--- config.mk ---
export PLATFORM = sky130hd
export DESIGN_NAME = fifo_wr_ctrl_flat
export DESIGN_NICKNAME = d
export VERILOG_FILES = /design/src/rtl/fifo_wr_ctrl_if.sv /design/src/rtl/fifo_wr_ctrl.sv /design/src/flat_wrapper.sv
export SDC_FILE = /design/constraint.sdc
export NUM_CORES = 1
export LEC_CHECK = 0
export ABC_AREA = 1
export BUFFER_PORTS_ARGS = -buffer_cell sky130_fd_sc_hd__buf_2
export CAP_MARGIN = 20
export CORE_UTILIZATION = 23
export DETAILED_ROUTE_END_ITERATION = 16
export PLACE_DENSITY = 0.47
export RECOVER_POWER = 50
export SLEW_MARGIN = 20
export SYNTH_ARGS = -nofsm -noshare
export SYNTH_HDL_FRONTEND = slang
export SYNTH_SLANG_ARGS = --single-unit
--- constraint.sdc ---
create_clock -name wr_clk -period 3.6 [get_ports wr_clk]
set_input_delay 0.72 -clock wr_clk [delete_from_list [all_inputs] [get_ports wr_clk]]
set_output_delay 0.72 -clock wr_clk [all_outputs]
set_load 0.02 [all_outputs]
--- src/rtl/fifo_wr_ctrl_if.sv ---
// Write-side port bundle of the async FIFO: producer request, the read
// domain's Gray pointer, and everything the write controller drives back.
// The almost_full signal exists only when FIFO_ALMOST_FULL_EN is defined.
interface fifo_wr_ctrl_if #(
  parameter int DEPTH = 32
);
  localparam int AW = $clog2(DEPTH);

  logic          wr_en;
  logic [AW:0]   rd_gray_ptr;
  logic [AW:0]   wr_ptr;
  logic [AW:0]   wr_gray_ptr;
  logic          full;
  logic          wr_ack;
  logic          overflow;
  logic [AW:0]   wr_level;
`ifdef FIFO_ALMOST_FULL_EN
  logic          almost_full;

  modport slave (
    input  wr_en, rd_gray_ptr,
    output wr_ptr, wr_gray_ptr, full, wr_ack, overflow, wr_level, almost_full
  );

  modport master (
    output wr_en, rd_gray_ptr,
    input  wr_ptr, wr_gray_ptr, full, wr_ack, overflow, wr_level, almost_full
  );
`else
  modport slave (
    input  wr_en, rd_gray_ptr,
    output wr_ptr, wr_gray_ptr, full, wr_ack, overflow, wr_level
  );

  modport master (
    output wr_en, rd_gray_ptr,
    input  wr_ptr, wr_gray_ptr, full, wr_ack, overflow, wr_level
  );
`endif
endinterface

--- src/rtl/fifo_wr_ctrl.sv ---
// Write-domain controller of the async FIFO (single clock wr_clk).
// Owns the binary/Gray write pointer, synchronises the read Gray pointer,
// and produces full, wr_ack, overflow and the write-side fill level.
// Optional feature macro: FIFO_ALMOST_FULL_EN adds a registered almost_full
// flag asserted when the fill level reaches AF_LEVEL.
module fifo_wr_ctrl #(
  parameter int DEPTH       = 32,
  parameter int SYNC_STAGES = 2,
  parameter int AF_LEVEL    = 28
) (
  input  logic          wr_clk,
  input  logic          wr_rst,
  fifo_wr_ctrl_if.slave bus
);

  localparam int AW = $clog2(DEPTH);
  localparam int PW = AW + 1;

  // Elaboration-time parameter legality checks.
  if (DEPTH < 4 || (DEPTH & (DEPTH - 1)) != 0) begin : g_bad_depth
    $error("fifo_wr_ctrl: DEPTH must be a power of 2 and at least 4");
  end
  if (SYNC_STAGES < 2) begin : g_bad_sync
    $error("fifo_wr_ctrl: SYNC_STAGES must be at least 2");
  end
  if (AF_LEVEL < 1 || AF_LEVEL > DEPTH - 1) begin : g_bad_af
    $error("fifo_wr_ctrl: AF_LEVEL must lie in 1..DEPTH-1");
  end

  // Gray to binary: each binary bit is the XOR of all Gray bits above and at it.
  function automatic logic [PW-1:0] g2b(input logic [PW-1:0] g);
    logic [PW-1:0] b;
    b[PW-1] = g[PW-1];
    for (int i = PW - 2; i >= 0; i--) begin
      b[i] = b[i+1] ^ g[i];
    end
    return b;
  endfunction

  // Binary to Gray.
  function automatic logic [PW-1:0] b2g(input logic [PW-1:0] b);
    return b ^ (b >> 1);
  endfunction

  logic [PW-1:0] sync_q [SYNC_STAGES];
  logic [PW-1:0] rq;
  logic [PW-1:0] rq_bin;

  logic [PW-1:0] wr_ptr_q;
  logic [PW-1:0] wr_gray_q;
  logic [PW-1:0] wr_level_q;
  logic          full_q;
  logic          wr_ack_q;
  logic          overflow_q;

  logic          wr_inc;
  logic [PW-1:0] wbin_n;
  logic [PW-1:0] wgray_n;
  logic [PW-1:0] full_gray;
  logic [PW-1:0] level_n;
  logic          full_n;

  // Plain flop chain bringing the read Gray pointer into wr_clk; no logic between stages.
  always_ff @(posedge wr_clk or posedge wr_rst) begin
    if (wr_rst) begin
      for (int i = 0; i < SYNC_STAGES; i++) begin
        sync_q[i] <= '0;
      end
    end else begin
      sync_q[0] <= bus.rd_gray_ptr;
      for (int i = 1; i < SYNC_STAGES; i++) begin
        sync_q[i] <= sync_q[i-1];
      end
    end
  end

  assign rq     = sync_q[SYNC_STAGES-1];
  assign rq_bin = g2b(rq);

  // Next pointer, full and level from the registered full and the synchronised read pointer.
  always_comb begin
    wr_inc    = bus.wr_en & ~full_q;
    wbin_n    = wr_ptr_q + PW'(wr_inc);
    wgray_n   = b2g(wbin_n);
    // Full when the write pointer is exactly one lap ahead: top two Gray bits inverted.
    full_gray = {~rq[PW-1:PW-2], rq[PW-3:0]};
    full_n    = (wgray_n == full_gray);
    // Modulo subtraction; the synchroniser lag can only make this read high, never low.
    level_n   = wbin_n - rq_bin;
  end

  // Pointer, flag and level registers, all updated on every edge.
  always_ff @(posedge wr_clk or posedge wr_rst) begin
    if (wr_rst) begin
      wr_ptr_q   <= '0;
      wr_gray_q  <= '0;
      wr_level_q <= '0;
      full_q     <= 1'b0;
      wr_ack_q   <= 1'b0;
      overflow_q <= 1'b0;
    end else begin
      wr_ptr_q   <= wbin_n;
      wr_gray_q  <= wgray_n;
      wr_level_q <= level_n;
      full_q     <= full_n;
      wr_ack_q   <= wr_inc;
      overflow_q <= bus.wr_en & full_q;
    end
  end

  assign bus.wr_ptr      = wr_ptr_q;
  assign bus.wr_gray_ptr = wr_gray_q;
  assign bus.wr_level    = wr_level_q;
  assign bus.full        = full_q;
  assign bus.wr_ack      = wr_ack_q;
  assign bus.overflow    = overflow_q;

`ifdef FIFO_ALMOST_FULL_EN
  localparam logic [PW-1:0] AF_THR = PW'(AF_LEVEL);

  logic almost_full_q;

  // Almost-full threshold on the same next-level value that feeds wr_level.
  always_ff @(posedge wr_clk or posedge wr_rst) begin
    if (wr_rst) begin
      almost_full_q <= 1'b0;
    end else begin
      almost_full_q <= (level_n >= AF_THR);
    end
  end

  assign bus.almost_full = almost_full_q;
`endif

endmodule

--- src/flat_wrapper.sv ---
// flat-port wrapper written by rule: the top's interface ports become plain ports
module fifo_wr_ctrl_flat 
#(
  parameter int DEPTH       = 32,
  parameter int SYNC_STAGES = 2,
  parameter int AF_LEVEL    = 28
)
  (wr_clk, wr_rst, bus_wr_en, bus_rd_gray_ptr, bus_wr_ptr, bus_wr_gray_ptr, bus_full, bus_wr_ack, bus_overflow, bus_wr_level);
  fifo_wr_ctrl_if #(.DEPTH(DEPTH)) bus_i ();
  input  logic wr_clk;
  input  logic wr_rst;
  input wire logic [$bits(bus_i.wr_en)-1:0] bus_wr_en;
  input wire logic [$bits(bus_i.rd_gray_ptr)-1:0] bus_rd_gray_ptr;
  output wire logic [$bits(bus_i.wr_ptr)-1:0] bus_wr_ptr;
  output wire logic [$bits(bus_i.wr_gray_ptr)-1:0] bus_wr_gray_ptr;
  output wire logic [$bits(bus_i.full)-1:0] bus_full;
  output wire logic [$bits(bus_i.wr_ack)-1:0] bus_wr_ack;
  output wire logic [$bits(bus_i.overflow)-1:0] bus_overflow;
  output wire logic [$bits(bus_i.wr_level)-1:0] bus_wr_level;
  assign bus_i.wr_en = bus_wr_en;
  assign bus_i.rd_gray_ptr = bus_rd_gray_ptr;
  assign bus_wr_ptr = bus_i.wr_ptr;
  assign bus_wr_gray_ptr = bus_i.wr_gray_ptr;
  assign bus_full = bus_i.full;
  assign bus_wr_ack = bus_i.wr_ack;
  assign bus_overflow = bus_i.overflow;
  assign bus_wr_level = bus_i.wr_level;
  fifo_wr_ctrl #(.DEPTH(DEPTH), .SYNC_STAGES(SYNC_STAGES), .AF_LEVEL(AF_LEVEL)) u_core (.wr_clk(wr_clk), .wr_rst(wr_rst), .bus(bus_i));
endmodule
---- Word level (Yosys, flattened, before mapping) ----
Index checks and enable logic that the tools add are counted.
word-level totals
  output and inout bits ................... 21
  word-level logic and storage cells ...... 21
  bits in registers ....................... 33
cells by class
  add/sub/neg operators ................... 2
  equal/unequal tests ..................... 1
  bitwise gates (word level) .............. 10
operators by type and width
  kind           count
  $add A6 B1 Y6  1
  $eq A6 B6 Y1   1
  $sub A6 B6 Y6  1
  $xor A6 B5 Y6  1
  $xor A1 B1 Y1  5
  $and A1 B1 Y1  2
  $not A2 Y2     1
  $not A1 Y1     1

---- Depth between registers and ports, before layout ----
  word-level depth ........................ 6
  mapped depth ............................ 16

---- Worst setup path after synthesis ----
No wires, ideal clock.
  path type ............................... input -> register
  from .................................... input bus_wr_en
  to ...................................... register u_core.wr_level_q[5], in the netlist u_core.bus.wr_level[5]
  arrival time ............................ 2.484 ns
  cell stages on the path ................. 14
  slack ................................... 0.999 ns
  setup time .............................. 0.116 ns
  path buffers ............................ 0
  data required time ...................... 3.484 ns
  cell sequence ........................... inv_1 nor2_1 ha_1 ha_1 nand2_1 nand2_2 inv_1 ha_1 a21oi_1 nor2_1 a211oi_1 nand2_1 nand2_1 nand2_1
on the way
  longest elaborated chain between the ends .. 3
ends and longest elaborated chain
  item                   line                 RTL
  from (decl)            flat_wrapper.sv:12   input wire logic [$bits(bus_i.wr_en)-1:0] bus_wr_en;
  $and A1 B1 Y1          fifo_wr_ctrl.sv:82   wr_inc = bus.wr_en & ~full_q;
  net u_core.wr_inc      fifo_wr_ctrl.sv:56   logic wr_inc;
  $add A6 B1 Y6          fifo_wr_ctrl.sv:83   wbin_n = wr_ptr_q + PW'(wr_inc);
  net u_core.wbin_n[2]   fifo_wr_ctrl.sv:57   logic [PW-1:0] wbin_n;
  $sub A6 B6 Y6          fifo_wr_ctrl.sv:89   level_n = wbin_n - rq_bin;
  net u_core.level_n[5]  fifo_wr_ctrl.sv:60   logic [PW-1:0] level_n;
  to (signal assigned)   fifo_wr_ctrl.sv:104  wr_level_q <= level_n;
  to (decl)              fifo_wr_ctrl.sv:51   logic [PW-1:0] wr_level_q;
The timed path passes the listed nets, and every way through them passes these cells.

---- Worst setup path after layout ----
Same ends and word-level chain as after synthesis.

==> flow_summary_export.csv <==
group,metric,value,unit
layout,design_area,1810,sq um
power,combPwrFrac,51.9,%
logic_synthesis,synth_fp_nets,169,
global_routing,grt_pass1_vias,1017,
timing,slew_headroom,-10.8,%
timing,finalMaxSlewViolations,33,
setup_path,startpoint_type,"input port",
floorplan,start_util,24.4,%
timing,rsz0062_at_grt,"false",
timing,setup_violations,0,
global_routing,antenna_found_initial,0,
floorplan,die_area,6770,sq um
clocking,cts_root_buf,"clkbuf_8",
layout,antenna-diode-count,0,
routing,via_per_inst,3.94,
power,seqPwrFrac,31.7,%
routing,vias,1039,
timing,finClkSkew,0.00285,ns
power,switchingPower,0.735,mW
timing,fmax,384,MHz
timing,fin_crit,2.61,ns
logic_synthesis,ys_seq_area_share,54.1,%
placed_design,port_buffers,29,
clocking,cts_setup_buffers,0,
timing,hold_viol_final,0,
setup_path,end_kind,"flop",
placed_design,gp_congestion,0.703,
logic_synthesis,synth_largest_area_cell,"dfrtp_1",
clocking,clkLatencyLatePin,0.28,ns
logic_synthesis,synth-seq-cells,32,
layout,synthToLayoutAreaGrowth,22.0,%
setup_path,crit_fanout,5,
clocking,tritoncts,"yes",
run,cap_violations,1,
timing,fin_crit_sh,72.4,%
logic_synthesis,yosys-top-cells-area,"dfrtp_1 54%, nand2_1 9.1%, inv_1 6.1%, ha_1 5.9%, nand3_1 4.7%",
power,powerDensity,932,nW/um^2
routing,first_iter_violations,32,
layout,n_fill_cell,652,
placed_design,place_area,1720,sq um
worst_hold_path,worstHoldPathType,"reg -> reg",
clocking,hold_buffers,0,
logic_synthesis,yosysTopAreaCellShare,54.1,%
routing,wirelength,2600,microns
setup_path,path_class,"in -> reg",
routing,final_antenna_net_count,0,
floorplan,ios,30,
setup_path,cp.arrival,2.78,ns
floorplan,die_y,82.3,microns
power,clkPwrFrac,16.4,%
clocking,cts_buffer_depth,2,
global_routing,grt_pass1_wl,4390,microns
clocking,cts_resized,0,
global_routing,overflow,0,
floorplan,core,6060,sq um
logic_synthesis,syn_area,1480,sq um
timing,worstMarginPinSlew,1.66,ns
status,outcome,"finished, violations left",
logic_synthesis,netlist_instances,152,
clocking,htreeDepth,2,
status,violations,"capacitance limit, slew limit",
routing,drcViolationCount,0,
logic_synthesis,yosysWarnings,0,
power,p_int,0.948,mW
placed_design,hpwl,2010,microns
power,peakVddDrop,0.328,mV
routing,routedWlPerCell,9.86,microns
global_routing,grt_use_total,9.14,%
clocking,cts.clk_slew.worst_paths,0.06,ns
setup_path,cp_data_required_time,3.77,ns
clocking,cts-buffers-inserted,5,
global_routing,grt_max_degree,33,
power,swShare,43.7,%
floorplan,die_w,82.3,microns
logic_synthesis,avgSynthCellArea,9.75,sq um
power,p_leak,0.985,nW
routing,drt_first_pass_iters,4,
timing,setup_tns,0,ns
floorplan,rows,28,
layout,finalNetCount,205,
logic_synthesis,synth_cell_type_count,20,
layout,drive_gt1_share,28.6,%
clocking,cts_sinks,32,
## through the flow
stage | hold WS [ns] | worst slack, ns | total power [mW] | cells | utilization, %
finish | 0.350 | 0.995 | 1.68 | 264 | 29.8
global route | 0.356 | 0.742 | 1.85 | 264 | 29.8
global placement | 0.333 | 0.680 | 1.43 | 256 | 28.4
floorplan | 0.331 | 0.999 | 1.21 | 152 | -
detailed placement | 0.336 | 0.679 | 1.43 | 256 | 28.4
CTS | 0.351 | 0.976 | 1.72 | 264 | 29.9
## power by group through the flow
| stage | logic (mW) | registers (mW) | clock network [mW] |
|---|---|---|---|
| 4_1_cts | 0.894 | 0.536 | 0.292 |
| 3_5_place_dp | 0.886 | 0.540 | 0 |
| 2_1_floorplan | 0.538 | 0.668 | 0 |
| 3_3_place_gp | 0.886 | 0.542 | 0 |
| 6_report | 0.874 | 0.533 | 0.277 |
| 5_1_grt | 0.994 | 0.547 | 0.309 |
## critical path, cell delays in order
cell	delay (ns)
buf_2	0.09
inv_1	0.03
nor2_1	0.11
ha_1	0.22
ha_1	0.20
nand2_1	0.07
nand2_2	0.16
inv_1	0.10
ha_1	0.32
a21oi_1	0.25
nor2_1	0.07
a211oi_1	0.24
nand2_1	0.09
nand2_1	0.06
nand2_1	0.04
## worst paths after layout
| path | from | cells after the start | slack, ns | to |
|---|---|---|---|---|
| setup / recovery | bus_wr_en | 15 | 0.99 | u_core.bus.wr_level[5] |
| hold / removal | u_core.sync_q[10] | 0 | 0.35 | u_core.rq[4] |
| setup reg to reg | u_core.bus.full | 13 | 1.13 | u_core.bus.wr_level[5] |
| hold reg to reg | u_core.sync_q[10] | 0 | 0.35 | u_core.rq[4] |
| max in group asynchronous | wr_rst | 3 | 1.62 | u_core.rq[1] |
| min in group asynchronous | wr_rst | 3 | 1.01 | u_core.bus.overflow |
## registers in the layout (all words and copies together), names as in the netlist
signal	count
u_core.bus.wr_gray_ptr	6
u_core.bus.wr_level	6
u_core.rq	6
u_core.sync_q	6
u_core.bus.wr_ptr	5
u_core.bus.full	1
u_core.bus.overflow	1
u_core.bus.wr_ack	1
## synth_stat cells
cell type / n
nand2_1: 36
dfrtp_1: 32
inv_1: 24
nand3_1: 14
nand2_2: 9
nor2_1: 8
ha_1: 7
nand3_2: 5
xor2_1: 5
a21oi_1: 2
a211oi_1: 1
buf_4: 1
clkinv_2: 1
fa_1: 1
inv_2: 1
nand4_1: 1
o21ai_2: 1
xnor2_1: 1
xnor3_2: 1
xor2_2: 1
## cell families (layout without fill, tap and decap cells)
| logic type | Yosys count | after routing | share of synthesized area (%) |
|---|---|---|---|
| buf+inv | 27 | 64 | 7.18 |
| fa+ha+maj | 8 | 8 | 7.26 |
| flops | 32 | 32 | 54.1 |
| compound gates | 4 | 4 | 1.77 |
| simple gates | 73 | 73 | 23.5 |
| xor+xnor | 8 | 8 | 6.25 |
## layer usage
layer	global-route usage [%]	up-vias	wire length, microns
met3	3.63	5	174
met1	11.0	473	1190
met4	5.26	0	46
met2	13.8	22	1190
li1	-	539	-
met5	0	-	0
## cell type report
cell class                 count  area [sq um]  area share (%)
clock buffer                   8          90.1            4.99
timing repair buffer          30           149            8.24
inverter                      26          98.8            5.47
multi-input combinational     93           574            31.8
tap                           75          93.8            5.19
sequential                    32           801            44.3
## cells in the final DEF, fill, tap and decap left out
| master | count |
|---|---|
| nand2_1 | 36 |
| dfrtp_1 | 32 |
| buf_2 | 29 |
| inv_1 | 24 |
| nand3_1 | 14 |
| nand2_2 | 9 |
| nor2_1 | 8 |
| ha_1 | 7 |
| clkbuf_8 | 6 |
| nand3_2 | 5 |
| xor2_1 | 5 |
| clkbuf_1 | 3 |
| a21oi_1 | 2 |
| nand4_1 | 1 |
| clkinv_2 | 1 |
| inv_2 | 1 |
| a211oi_1 | 1 |
| o21ai_2 | 1 |
| xnor2_1 | 1 |
| xor2_2 | 1 |
| xnor3_2 | 1 |
| fa_1 | 1 |
No activity file was read; power rests on OpenSTA's default activity.
